[config.mk]
export PLATFORM = sky130hd
export DESIGN_NAME = pong_game_ctrl_flat
export DESIGN_NICKNAME = d
export VERILOG_FILES = /design/src/rtl/pong_pkg.sv /design/src/rtl/pong_game_ctrl_if.sv /design/src/rtl/frame_timer.sv /design/src/rtl/pong_game_ctrl.sv /design/src/flat_wrapper.sv
export SDC_FILE = /design/constraint.sdc
export NUM_CORES = 1
export LEC_CHECK = 0
export BUFFER_PORTS_ARGS = -buffer_cell sky130_fd_sc_hd__buf_2
export CORE_ASPECT_RATIO = 0.9
export CORE_MARGIN = 1.5
export CORE_UTILIZATION = 51
export DETAILED_ROUTE_END_ITERATION = 8
export HOLD_SLACK_MARGIN = 0.15
export PLACE_DENSITY = 0.82
export REMOVE_ABC_BUFFERS = 1
export SLEW_MARGIN = 5
export SYNTH_ARGS = -nofsm -noshare
export SYNTH_HDL_FRONTEND = slang
export SYNTH_SLANG_ARGS = --single-unit
[constraint.sdc]
create_clock -name clk -period 1.1 [get_ports clk]
set_clock_uncertainty 0.1 [all_clocks]
set_input_delay 0.11 -clock clk [delete_from_list [all_inputs] [get_ports clk]]
set_output_delay 0.11 -clock clk [all_outputs]
set_load 0.005 [all_outputs]
[src/rtl/pong_pkg.sv]
// Shared constants for the pong design: state encodings, BCD helpers, event bit indices.
// PONG_PAUSE_EN adds the PAUSE state encoding.
package pong_pkg;

   localparam int BCD_W    = 4;
   localparam int EVT_HIT  = 0;
   localparam int EVT_MISS = 1;

   typedef enum logic [2:0] {
      ST_IDLE      = 3'd0,
      ST_SERVE     = 3'd1,
      ST_PLAY      = 3'd2,
      ST_MISS      = 3'd3,
`ifdef PONG_PAUSE_EN
      ST_GAME_OVER = 3'd4,
      ST_PAUSE     = 3'd5
`else
      ST_GAME_OVER = 3'd4
`endif
   } state_t;

   // Two-digit packed BCD increment that saturates at 99.
   function automatic logic [2*BCD_W-1:0] bcd_inc(input logic [2*BCD_W-1:0] s);
      logic [BCD_W-1:0] lo;
      logic [BCD_W-1:0] hi;
      lo = s[BCD_W-1:0];
      hi = s[2*BCD_W-1:BCD_W];
      if (s == 8'h99) return s;
      if (lo == 4'd9) begin
         lo = '0;
         hi = hi + 4'd1;
      end else begin
         lo = lo + 4'd1;
      end
      return {hi, lo};
   endfunction

endpackage

[src/rtl/pong_game_ctrl_if.sv]
// Game-controller bus: frame/button/event inputs and state/score outputs to datapath and OSD.
interface pong_game_ctrl_if;
   logic       end_of_frame;
   logic       button_left;
   logic       button_right;
   logic       hit_evt;
   logic       miss_evt;
   logic [2:0] game_state;
   logic       ball_run;
   logic       paddle_run;
   logic       ball_reset;
   logic [7:0] score;
   logic [2:0] lives;
   logic [3:0] level;

   modport master (
      input  end_of_frame, button_left, button_right, hit_evt, miss_evt,
      output game_state, ball_run, paddle_run, ball_reset, score, lives, level
   );

   modport slave (
      output end_of_frame, button_left, button_right, hit_evt, miss_evt,
      input  game_state, ball_run, paddle_run, ball_reset, score, lives, level
   );
endinterface

[src/rtl/frame_timer.sv]
// Loadable 8-bit frame down-counter; done is high while the count sits at zero.
module frame_timer (
   input  logic       clk,
   input  logic       rst_n,
   input  logic       load,
   input  logic [7:0] load_val,
   input  logic       dec,
   output logic       done
);

   logic [7:0] count;

   // Load beats decrement so a frame tick on the entry cycle is not counted.
   always_ff @(posedge clk or negedge rst_n) begin
      if (!rst_n)                   count <= '0;
      else if (load)                count <= load_val;
      else if (dec && count != '0)  count <= count - 8'd1;
   end

   assign done = (count == '0);

endmodule

[src/rtl/pong_game_ctrl.sv]
// Pong game-flow sequencer: state, lives, BCD score and speed level, stepped by end_of_frame.
// Define PONG_PAUSE_EN to add the two-button PAUSE toggle in PLAY.
module pong_game_ctrl #(
   parameter int LIVES          = 3,
   parameter int SERVE_FRAMES   = 90,
   parameter int MISS_FRAMES    = 60,
   parameter int HITS_PER_LEVEL = 5,
   parameter int MAX_LEVEL      = 9
) (
   input  logic             clk,
   input  logic             reset_n,
   pong_game_ctrl_if.master bus
);
   import pong_pkg::*;

   localparam logic [2:0] LIVES_V = 3'(LIVES);
   localparam logic [7:0] SERVE_V = 8'(SERVE_FRAMES);
   localparam logic [7:0] MISS_V  = 8'(MISS_FRAMES);
   localparam logic [3:0] HPL_V   = 4'(HITS_PER_LEVEL);
   localparam logic [3:0] MAXL_V  = 4'(MAX_LEVEL);

   logic [1:0] rst_sync;
   logic       rst_n;
   state_t     state, state_nxt;
   logic       btn_l_q, btn_r_q;
   logic       rise_l, rise_r, start_press;
   logic [1:0] evt;
   logic       tmr_load, tmr_done;
   logic [7:0] tmr_val;
   logic       new_game, do_hit, do_miss, serve_pulse;
   logic [7:0] score;
   logic [2:0] lives;
   logic [3:0] level;
   logic [3:0] hit_cnt;
   logic       ball_reset;

   // Asynchronous assert, clk-synchronous release.
   always_ff @(posedge clk or negedge reset_n) begin
      if (!reset_n) rst_sync <= 2'b00;
      else          rst_sync <= {rst_sync[0], 1'b1};
   end
   assign rst_n = rst_sync[1];

   assign rise_l      = bus.button_left  & ~btn_l_q;
   assign rise_r      = bus.button_right & ~btn_r_q;
   assign start_press = rise_l | rise_r;
   assign evt[EVT_HIT]  = bus.hit_evt;
   assign evt[EVT_MISS] = bus.miss_evt;

`ifdef PONG_PAUSE_EN
   logic pause_combo;
   // Any rising edge while both buttons are down: simultaneous press or hold-plus-press.
   assign pause_combo = start_press & bus.button_left & bus.button_right;
`endif

   frame_timer u_timer (
      .clk      (clk),
      .rst_n    (rst_n),
      .load     (tmr_load),
      .load_val (tmr_val),
      .dec      (bus.end_of_frame),
      .done     (tmr_done)
   );

   always_ff @(posedge clk or negedge rst_n) begin
      if (!rst_n) state <= ST_IDLE;
      else        state <= state_nxt;
   end

   always_comb begin
      state_nxt   = state;
      tmr_load    = 1'b0;
      tmr_val     = SERVE_V;
      new_game    = 1'b0;
      do_hit      = 1'b0;
      do_miss     = 1'b0;
      serve_pulse = 1'b0;
      case (state)
         ST_IDLE: begin
            if (start_press) begin
               state_nxt   = ST_SERVE;
               tmr_load    = 1'b1;
               new_game    = 1'b1;
               serve_pulse = 1'b1;
            end
         end
         ST_SERVE: begin
            if (tmr_done) state_nxt = ST_PLAY;
         end
         ST_PLAY: begin
`ifdef PONG_PAUSE_EN
            if (pause_combo) state_nxt = ST_PAUSE;
            else
`endif
            if (evt[EVT_MISS]) begin
               state_nxt = ST_MISS;
               tmr_load  = 1'b1;
               tmr_val   = MISS_V;
               do_miss   = 1'b1;
            end else if (evt[EVT_HIT]) begin
               do_hit = 1'b1;
            end
         end
         ST_MISS: begin
            if (tmr_done) begin
               if (lives == '0) begin
                  state_nxt = ST_GAME_OVER;
               end else begin
                  state_nxt   = ST_SERVE;
                  tmr_load    = 1'b1;
                  serve_pulse = 1'b1;
               end
            end
         end
         ST_GAME_OVER: begin
            if (start_press) state_nxt = ST_IDLE;
         end
`ifdef PONG_PAUSE_EN
         ST_PAUSE: begin
            if (pause_combo) state_nxt = ST_PLAY;
         end
`endif
         default: state_nxt = ST_IDLE;
      endcase
   end

   always_ff @(posedge clk or negedge rst_n) begin
      if (!rst_n) begin
         btn_l_q    <= 1'b0;
         btn_r_q    <= 1'b0;
         ball_reset <= 1'b0;
         score      <= '0;
         lives      <= LIVES_V;
         level      <= '0;
         hit_cnt    <= '0;
      end else begin
         btn_l_q    <= bus.button_left;
         btn_r_q    <= bus.button_right;
         ball_reset <= serve_pulse;
         if (new_game) begin
            score   <= '0;
            lives   <= LIVES_V;
            level   <= '0;
            hit_cnt <= '0;
         end else if (do_miss) begin
            lives   <= lives - 3'd1;
            hit_cnt <= '0;
         end else if (do_hit) begin
            score <= bcd_inc(score);
            if (hit_cnt + 4'd1 == HPL_V) begin
               hit_cnt <= '0;
               if (level != MAXL_V) level <= level + 4'd1;
            end else begin
               hit_cnt <= hit_cnt + 4'd1;
            end
         end
      end
   end

   assign bus.game_state = state;
   assign bus.ball_run   = (state == ST_PLAY);
   assign bus.paddle_run = (state == ST_PLAY) || (state == ST_SERVE);
   assign bus.ball_reset = ball_reset;
   assign bus.score      = score;
   assign bus.lives      = lives;
   assign bus.level      = level;

endmodule
[src/flat_wrapper.sv]
// flat-port wrapper written by rule: the top's interface ports become plain ports
module pong_game_ctrl_flat import pong_pkg::*;
#(
   parameter int LIVES          = 3,
   parameter int SERVE_FRAMES   = 90,
   parameter int MISS_FRAMES    = 60,
   parameter int HITS_PER_LEVEL = 5,
   parameter int MAX_LEVEL      = 9
)
  (clk, reset_n, bus_end_of_frame, bus_button_left, bus_button_right, bus_hit_evt, bus_miss_evt, bus_game_state, bus_ball_run, bus_paddle_run, bus_ball_reset, bus_score, bus_lives, bus_level);
  pong_game_ctrl_if bus_i ();
  input  logic clk;
  input  logic reset_n;
  input wire logic [$bits(bus_i.end_of_frame)-1:0] bus_end_of_frame;
  input wire logic [$bits(bus_i.button_left)-1:0] bus_button_left;
  input wire logic [$bits(bus_i.button_right)-1:0] bus_button_right;
  input wire logic [$bits(bus_i.hit_evt)-1:0] bus_hit_evt;
  input wire logic [$bits(bus_i.miss_evt)-1:0] bus_miss_evt;
  output wire logic [$bits(bus_i.game_state)-1:0] bus_game_state;
  output wire logic [$bits(bus_i.ball_run)-1:0] bus_ball_run;
  output wire logic [$bits(bus_i.paddle_run)-1:0] bus_paddle_run;
  output wire logic [$bits(bus_i.ball_reset)-1:0] bus_ball_reset;
  output wire logic [$bits(bus_i.score)-1:0] bus_score;
  output wire logic [$bits(bus_i.lives)-1:0] bus_lives;
  output wire logic [$bits(bus_i.level)-1:0] bus_level;
  assign bus_i.end_of_frame = bus_end_of_frame;
  assign bus_i.button_left = bus_button_left;
  assign bus_i.button_right = bus_button_right;
  assign bus_i.hit_evt = bus_hit_evt;
  assign bus_i.miss_evt = bus_miss_evt;
  assign bus_game_state = bus_i.game_state;
  assign bus_ball_run = bus_i.ball_run;
  assign bus_paddle_run = bus_i.paddle_run;
  assign bus_ball_reset = bus_i.ball_reset;
  assign bus_score = bus_i.score;
  assign bus_lives = bus_i.lives;
  assign bus_level = bus_i.level;
  pong_game_ctrl #(.LIVES(LIVES), .SERVE_FRAMES(SERVE_FRAMES), .MISS_FRAMES(MISS_FRAMES), .HITS_PER_LEVEL(HITS_PER_LEVEL), .MAX_LEVEL(MAX_LEVEL)) u_core (.clk(clk), .reset_n(reset_n), .bus(bus_i));
endmodule
==> results.toml, run 1 <==
[synth]
synth_common_cells = "dfrtp_1, nand2_1, inv_1"
yosysSeqAreaShare = 0.456
synth.distinct_cells = 49
ys_warn_count = 0
post_synth.cell_area_avg_um2 = 9.98
syn_area_um2 = 1930
synth.top_cell.area_share = 0.429
synthArstFlopShare = 1.00
ys_ff_latch = 35
synth.most_common_cell = "dfrtp_1"
synthCells = 193
synth_edf_count = 0
synth_area_leaders = "dfrtp_1, ha_1, nand2_1, dfstp_2, inv_1"
synthFlopType = "dfrtp_1"
synth_top_area_cell = "dfrtp_1"

[floorplan]
initial_utilization = 0.550
die_width_um = 67.8
die_h_um = 61.3
rows = 20
pin_count = 28

[placed_design]
dpl.cell_count = 323
gp_congestion = 0.911
port_buffers = 27
detailed_place_hpwl_um = 3660
dpl_cell_area_um2 = 2580

[clock_tree]
h-tree-depth = 2
cts_made_buffers = 5
clockBufferDepth = 2
cts_root_buf = "clkbuf_8"
cts.sinks = 35

[run_status]
outcome = "did not finish"
firstError = "[ERROR DPL-0038] Utilization greater than 100%, impossible to legalize"
stop_stage = "global routing"

[sta]
grt-worst-endpoint = "u_core.u_timer.count[6]$_DFFE_PN0P_/D"
worst_endpoint_kind = "sequential cell input"

[global_routing]
grt_max_degree = 20
## per-stage QoR
stage / setup WS, ps / utilization
3_5_place_dp: -1250 / 0.738
4_1_cts: -1070 / 0.960
2_1_floorplan: -1210 / -
3_3_place_gp: -1170 / 0.738
## cells by family after synthesis
logic type	count (synthesis)	synth area share
DFF	35	0.456
adders and majority gates	11	0.0714
xor gates and xnor gates	10	0.0455
other	1	0.00195
buffers and inverters	18	0.0390
AOI/OAI and AO/OA	36	0.134
and+or+nand+nor	78	0.232
muxes	4	0.0208
## timing repair
action	CTS
pin swaps	32
endpoints found under the hold margin	9
resized for setup	101
setup buffers	27
cloned	1
setup endpoints to repair	50
hold buffers	4
==> run 2: changes to the inputs <==
Settings changed: CORE_ASPECT_RATIO 0.9 to not set, CORE_UTILIZATION 51 to 40, HOLD_SLACK_MARGIN 0.15 to not set, PLACE_DENSITY 0.82 to not set, PLACE_DENSITY_LB_ADDON set to 0.15.
Clock period 1.1 ns to 1.4 ns, I/O delays scaled along.
==> results.toml, run 2 <==
[run_status]
outcome = "finished, violations left"
violations = "setup timing"

[clock_tree]
clk_pin_slew_ps = 70
clockBufferDepth = 2
cts_made_buffers = 5
cts.sinks = 35
h-tree-depth = 2
cts_tree = "done"
cts_root_buf = "clkbuf_8"
insertion_delay_ps = 290

[global_routing]
grt_pass1_wl_um = 8040
antenna_found_initial = 0
grt_pass1_vias = 1799
grt_max_degree = 22
globalRouteTotalUtil = 0.202
globalRoute.totalOverflow = 0

[synth]
synth.most_common_cell = "dfrtp_1"
synth.top_cell.area_share = 0.429
ys_warn_count = 0
yosysSeqAreaShare = 0.456
synth_area_leaders = "dfrtp_1, ha_1, nand2_1, dfstp_2, inv_1"
synth.distinct_cells = 49
synthCells = 193
synth_top_area_cell = "dfrtp_1"
synth_common_cells = "dfrtp_1, nand2_1, inv_1"
synthFlopType = "dfrtp_1"
synthArstFlopShare = 1.00
syn_area_um2 = 1930
ys_ff_latch = 35
synth_edf_count = 0
post_synth.cell_area_avg_um2 = 9.98

[floorplan]
die_width_um = 72.4
rows = 25
core_area_um2 = 4690
die_h_um = 72.4
pin_count = 28
dieArea_um2 = 5240
initial_utilization = 0.411

[setup_path]
reg2reg_setup_slack_ps = -760
reg2reg_depth = 6
r2r_end = "u_core.u_timer.count[6]"
path_max_fanout = 3
r2r-start = "u_core.u_timer.count[1]"
required_ps = 1470
critPathLaunchType = "flip-flop"
arrival_ps = 2230
path_class = "flip-flop to flip-flop"
end_kind = "flip-flop"

[placed_design]
dpl.cell_count = 331
detailed_place_hpwl_um = 3270
port_buffers = 27
gp_congestion = 0.829

[routing]
drt_iter0_markers = 73
wl_per_cell_um = 14.2
ant_nets = 0
remaining_drc_errors = 0
routed_wl_um = 5050
vias = 1824
dr.pass1.iters = 4
viasPerCell = 5.14

[sta]
finalCriticalPeriod_ps = 2160
finalWorstSetupSlack_ps = -758
rsz0062_at_grt = "yes"
setup_viol = 33
drv_slew = 0
hold_viol_final = 0
timing.fmax_mhz = 463
holdWs_ps = 59.1
period_share = 1.54

[power_and_ir_drop]
p_leak_uw = 0.00154
powerDensity_nw_per_um2 = 1000
peakVddDrop_mv = 0.733

[flow_run]
drv_cap = 0

[layout]
nNetsFinal = 318
syn2layout_area_growth_pct = 64.0
fin_cells = 355
fill_cells = 373
mostFrequentLayoutCell = "buf_4"
final_cell_mix = "buf_4, dfrtp_1, buf_2"
reg.largest.list = "u_core.bus.score (8), u_core.u_timer.count (8)"
drive_gt1_frac = 0.545
diodes = 0

[hold_path]
holdCritPathClass = "input pin to asynchronous set/reset pin"
-- run 2: cell counts after synthesis --
Identical to the previous run, type by type.
-- run 2: area by class of cell --
type	count	area, um^2	share of cell area
multi-input cells	140	1240	0.392
flip-flops and latches	35	878	0.278
clock buffers	8	100	0.0317
well taps	54	67.6	0.0214
inverters	13	48.8	0.0154
repair buffers	105	826	0.261
-- run 2: logic make-up after synthesis --
group           share of synthesized area
other cells                       0.00195
buf+inv                            0.0390
simple gates                        0.232
mux                                0.0208
xor+xnor                           0.0455
compound gates                      0.134
fa+ha+maj                          0.0714
flops                               0.456
-- run 2: how the worst max path moves through the flow --
| stage | startpoint | endpoint | slack (ps) |
|---|---|---|---|
| global placement | u_core.u_timer.count[1] | u_core.u_timer.count[6] | -870 |
| finish | u_core.u_timer.count[1] | u_core.u_timer.count[6] | -760 |
| floorplan | u_core.u_timer.count[0] | u_core.u_timer.count[6] | -910 |
| CTS | u_core.u_timer.count[1] | u_core.u_timer.count[6] | -720 |
| detailed placement | u_core.u_timer.count[1] | u_core.u_timer.count[6] | -920 |
| global route | u_core.u_timer.count[1] | u_core.u_timer.count[6] | -800 |
-- run 2: power by group --
part           internal [uW]  switching (uW)
clock                    449             360
combinational            612             528
sequential              1140            78.5
total                   2200             967
-- run 2: metal layers --
layer | up-vias | track usage | share of wire
li1 | 902 | - | -
met5 | - | 0 | 0
met2 | 30 | 0.330 | 0.48
met3 | 7 | 0.0458 | 0.028
met4 | 0 | 0.0629 | 0.013
met1 | 885 | 0.266 | 0.47
-- run 2: critical path: stages, from the launching register on --
cell     delay [ps]
dfrtp_1         390
inv_2            80
ha_4            130
or3b_4          370
or4_4           490
and3_4          180
a221o_1         300
-- run 2: timing repair --
item	in CTS	in global routing
resized for setup	66	19
endpoints found under the hold margin	4	0
cloned	1	0
setup endpoints to repair	33	33
setup buffers	12	6
pin swaps	34	15
hold buffers	3	0
-- run 2: through the flow --
| stage | worst slack [ps] | util | power [uW] | area [um^2] | TNS (ps) |
|---|---|---|---|---|---|
| after floorplan | -911 | - | 1660 | 1900 | -11560 |
| after global placement | -873 | 0.547 | 2060 | 2570 | -12050 |
| after detailed placement | -922 | 0.547 | 2050 | 2570 | -12530 |
| after CTS | -723 | 0.653 | 3120 | 3060 | -10580 |
| after global routing | -805 | 0.673 | 3340 | 3160 | -13440 |
| final | -758 | 0.673 | 3170 | 3160 | -11310 |
No activity file was read; power rests on OpenSTA's default activity.
==> run 3: changes to the inputs <==
Settings changed: BUFFER_PORTS_ARGS -buffer_cell sky130_fd_sc_hd__buf_2 to not set, CAP_MARGIN set to 5, DONT_BUFFER_PORTS set to 1.
==> results.toml, run 3 (synthesis gave the netlist of run 2 again) <==
[setup_path]
path_class = "flip-flop to flip-flop"
crit_family = "simple AND/OR/NAND/NOR gates"
crit_top_cell = "or4_4"
slowest_delay_ps = 550
path_max_fanout = 3
critPathLaunchType = "flip-flop"
end_kind = "flip-flop"
arrival_ps = 2230
required_ps = 1480
crit_buf_inv = 0
crit_slowest_cell = "or4_4"
crit_chain = "or4_4, or4_4, and3_4, a221o_1"

[routing]
wl_per_cell_um = 16.8
viasPerCell = 5.36
dr.pass1.iters = 4
ant_nets = 0
drt_iter0_markers = 58
vias = 1789
routed_wl_um = 5600
remaining_drc_errors = 0

[global_routing]
globalRoute.totalOverflow = 0
globalRouteTotalUtil = 0.219
grt_pass1_wl_um = 8800
grt_pass1_vias = 1894
grt_max_degree = 19
antenna_found_initial = 0

[placed_design]
detailed_place_hpwl_um = 3570
gp_congestion = 0.819
dpl_cell_area_um2 = 2400
port_buffers = 0

[clock_tree]
clockBufferDepth = 2
cts.sinks = 35
insertion_delay_ps = 290
cts_tree = "done"
clk_pin_slew_ps = 80
cts_root_buf = "clkbuf_8"
cts_made_buffers = 5
h-tree-depth = 2

[floorplan]
initial_utilization = 0.411
core_area_um2 = 4690
dieArea_um2 = 5240
die_h_um = 72.4
pin_count = 28
rows = 25
die_width_um = 72.4

[layout]
mostFrequentLayoutCell = "buf_4"
syn2layout_area_growth_pct = 63.8
nNetsFinal = 297
reg.largest.list = "u_core.bus.score (8), u_core.u_timer.count (8)"
fill_cells = 365
drive_gt1_frac = 0.539
final_area_um2 = 3160
final_cell_mix = "buf_4, dfrtp_1, buf_6"
diodes = 0

[sta]
tns_ps = -11010
rsz0062_at_grt = "yes"
finalCriticalPeriod_ps = 2150
drv_slew = 0
period_share = 1.54
hold_viol_final = 0
timing.fmax_mhz = 465
finalWorstSetupSlack_ps = -750
holdWs_ps = 11.8
setup_viol = 33

[flow_run]
drv_cap = 0

[power_and_ir_drop]
peakVddDrop_mv = 0.712
p_leak_uw = 0.00147
powerDensity_nw_per_um2 = 1130

[run_status]
outcome = "finished, violations left"
violations = "setup timing"

[hold_path]
holdCritPathClass = "input pin to flip-flop"
==> run 3: metrics by stage <==
stage,cells,util,power (uW),setup WS [ps]
3_3_place_gp,299,0.511,2000,-870
2_1_floorplan,188,-,1660,-911
5_1_grt,334,0.673,3740,-790
3_5_place_dp,299,0.511,2030,-913
4_1_cts,325,0.624,3380,-761
6_report,334,0.673,3570,-750
==> run 3: power by group <==
group / total (uW) / switching (uW) / internal, uW
Sequential: 1230 / 92.3 / 1140
Clock: 1100 / 393 / 710
Combinational: 1240 / 566 / 674
==> run 3: what timing repair did <==
| action | 4_1_cts | 5_1_grt |
|---|---|---|
| pin swaps | 40 | 21 |
| hold buffers | 4 | 0 |
| gates cloned | 1 | 0 |
| endpoints found under the hold margin | 4 | 0 |
| endpoints found under the setup margin | 32 | 33 |
| resized for setup | 59 | 41 |
| buffers inserted | 16 | 9 |
==> run 3: final timing paths <==
check	from	to	slack (ps)	depth (start not counted)
worst max-delay path	u_core.u_timer.count[3]	u_core.u_timer.count[6]	-750	4
worst min-delay path	bus_end_of_frame	u_core.u_timer.count[6]	10	2
worst max register to register	u_core.u_timer.count[3]	u_core.u_timer.count[6]	-750	4
worst min register to register	u_core.rst_sync[1]	u_core.bus.score[3]	120	1
max in group asynchronous	reset_n	u_core.rst_sync[1]	580	2
min in group asynchronous	u_core.rst_sync[1]	u_core.bus.score[3]	120	1
==> run 3: area by class of cell <==
type,count,area (um^2),area share
Clock buffer,5,68.8,0.0218
Clock inverter,3,67.6,0.0214
Inverter,13,48.8,0.0155
Multi-Input combinational cell,140,1310,0.414
Sequential cell,35,881,0.279
Tap cell,54,67.6,0.0214
Timing Repair Buffer,84,717,0.227
==> run 3: routing by layer <==
layer  GRT usage  wire length [um]
met5           0                 0
met4      0.0629               104
met3      0.0611               240
met2       0.400              2990
met1       0.249              2260
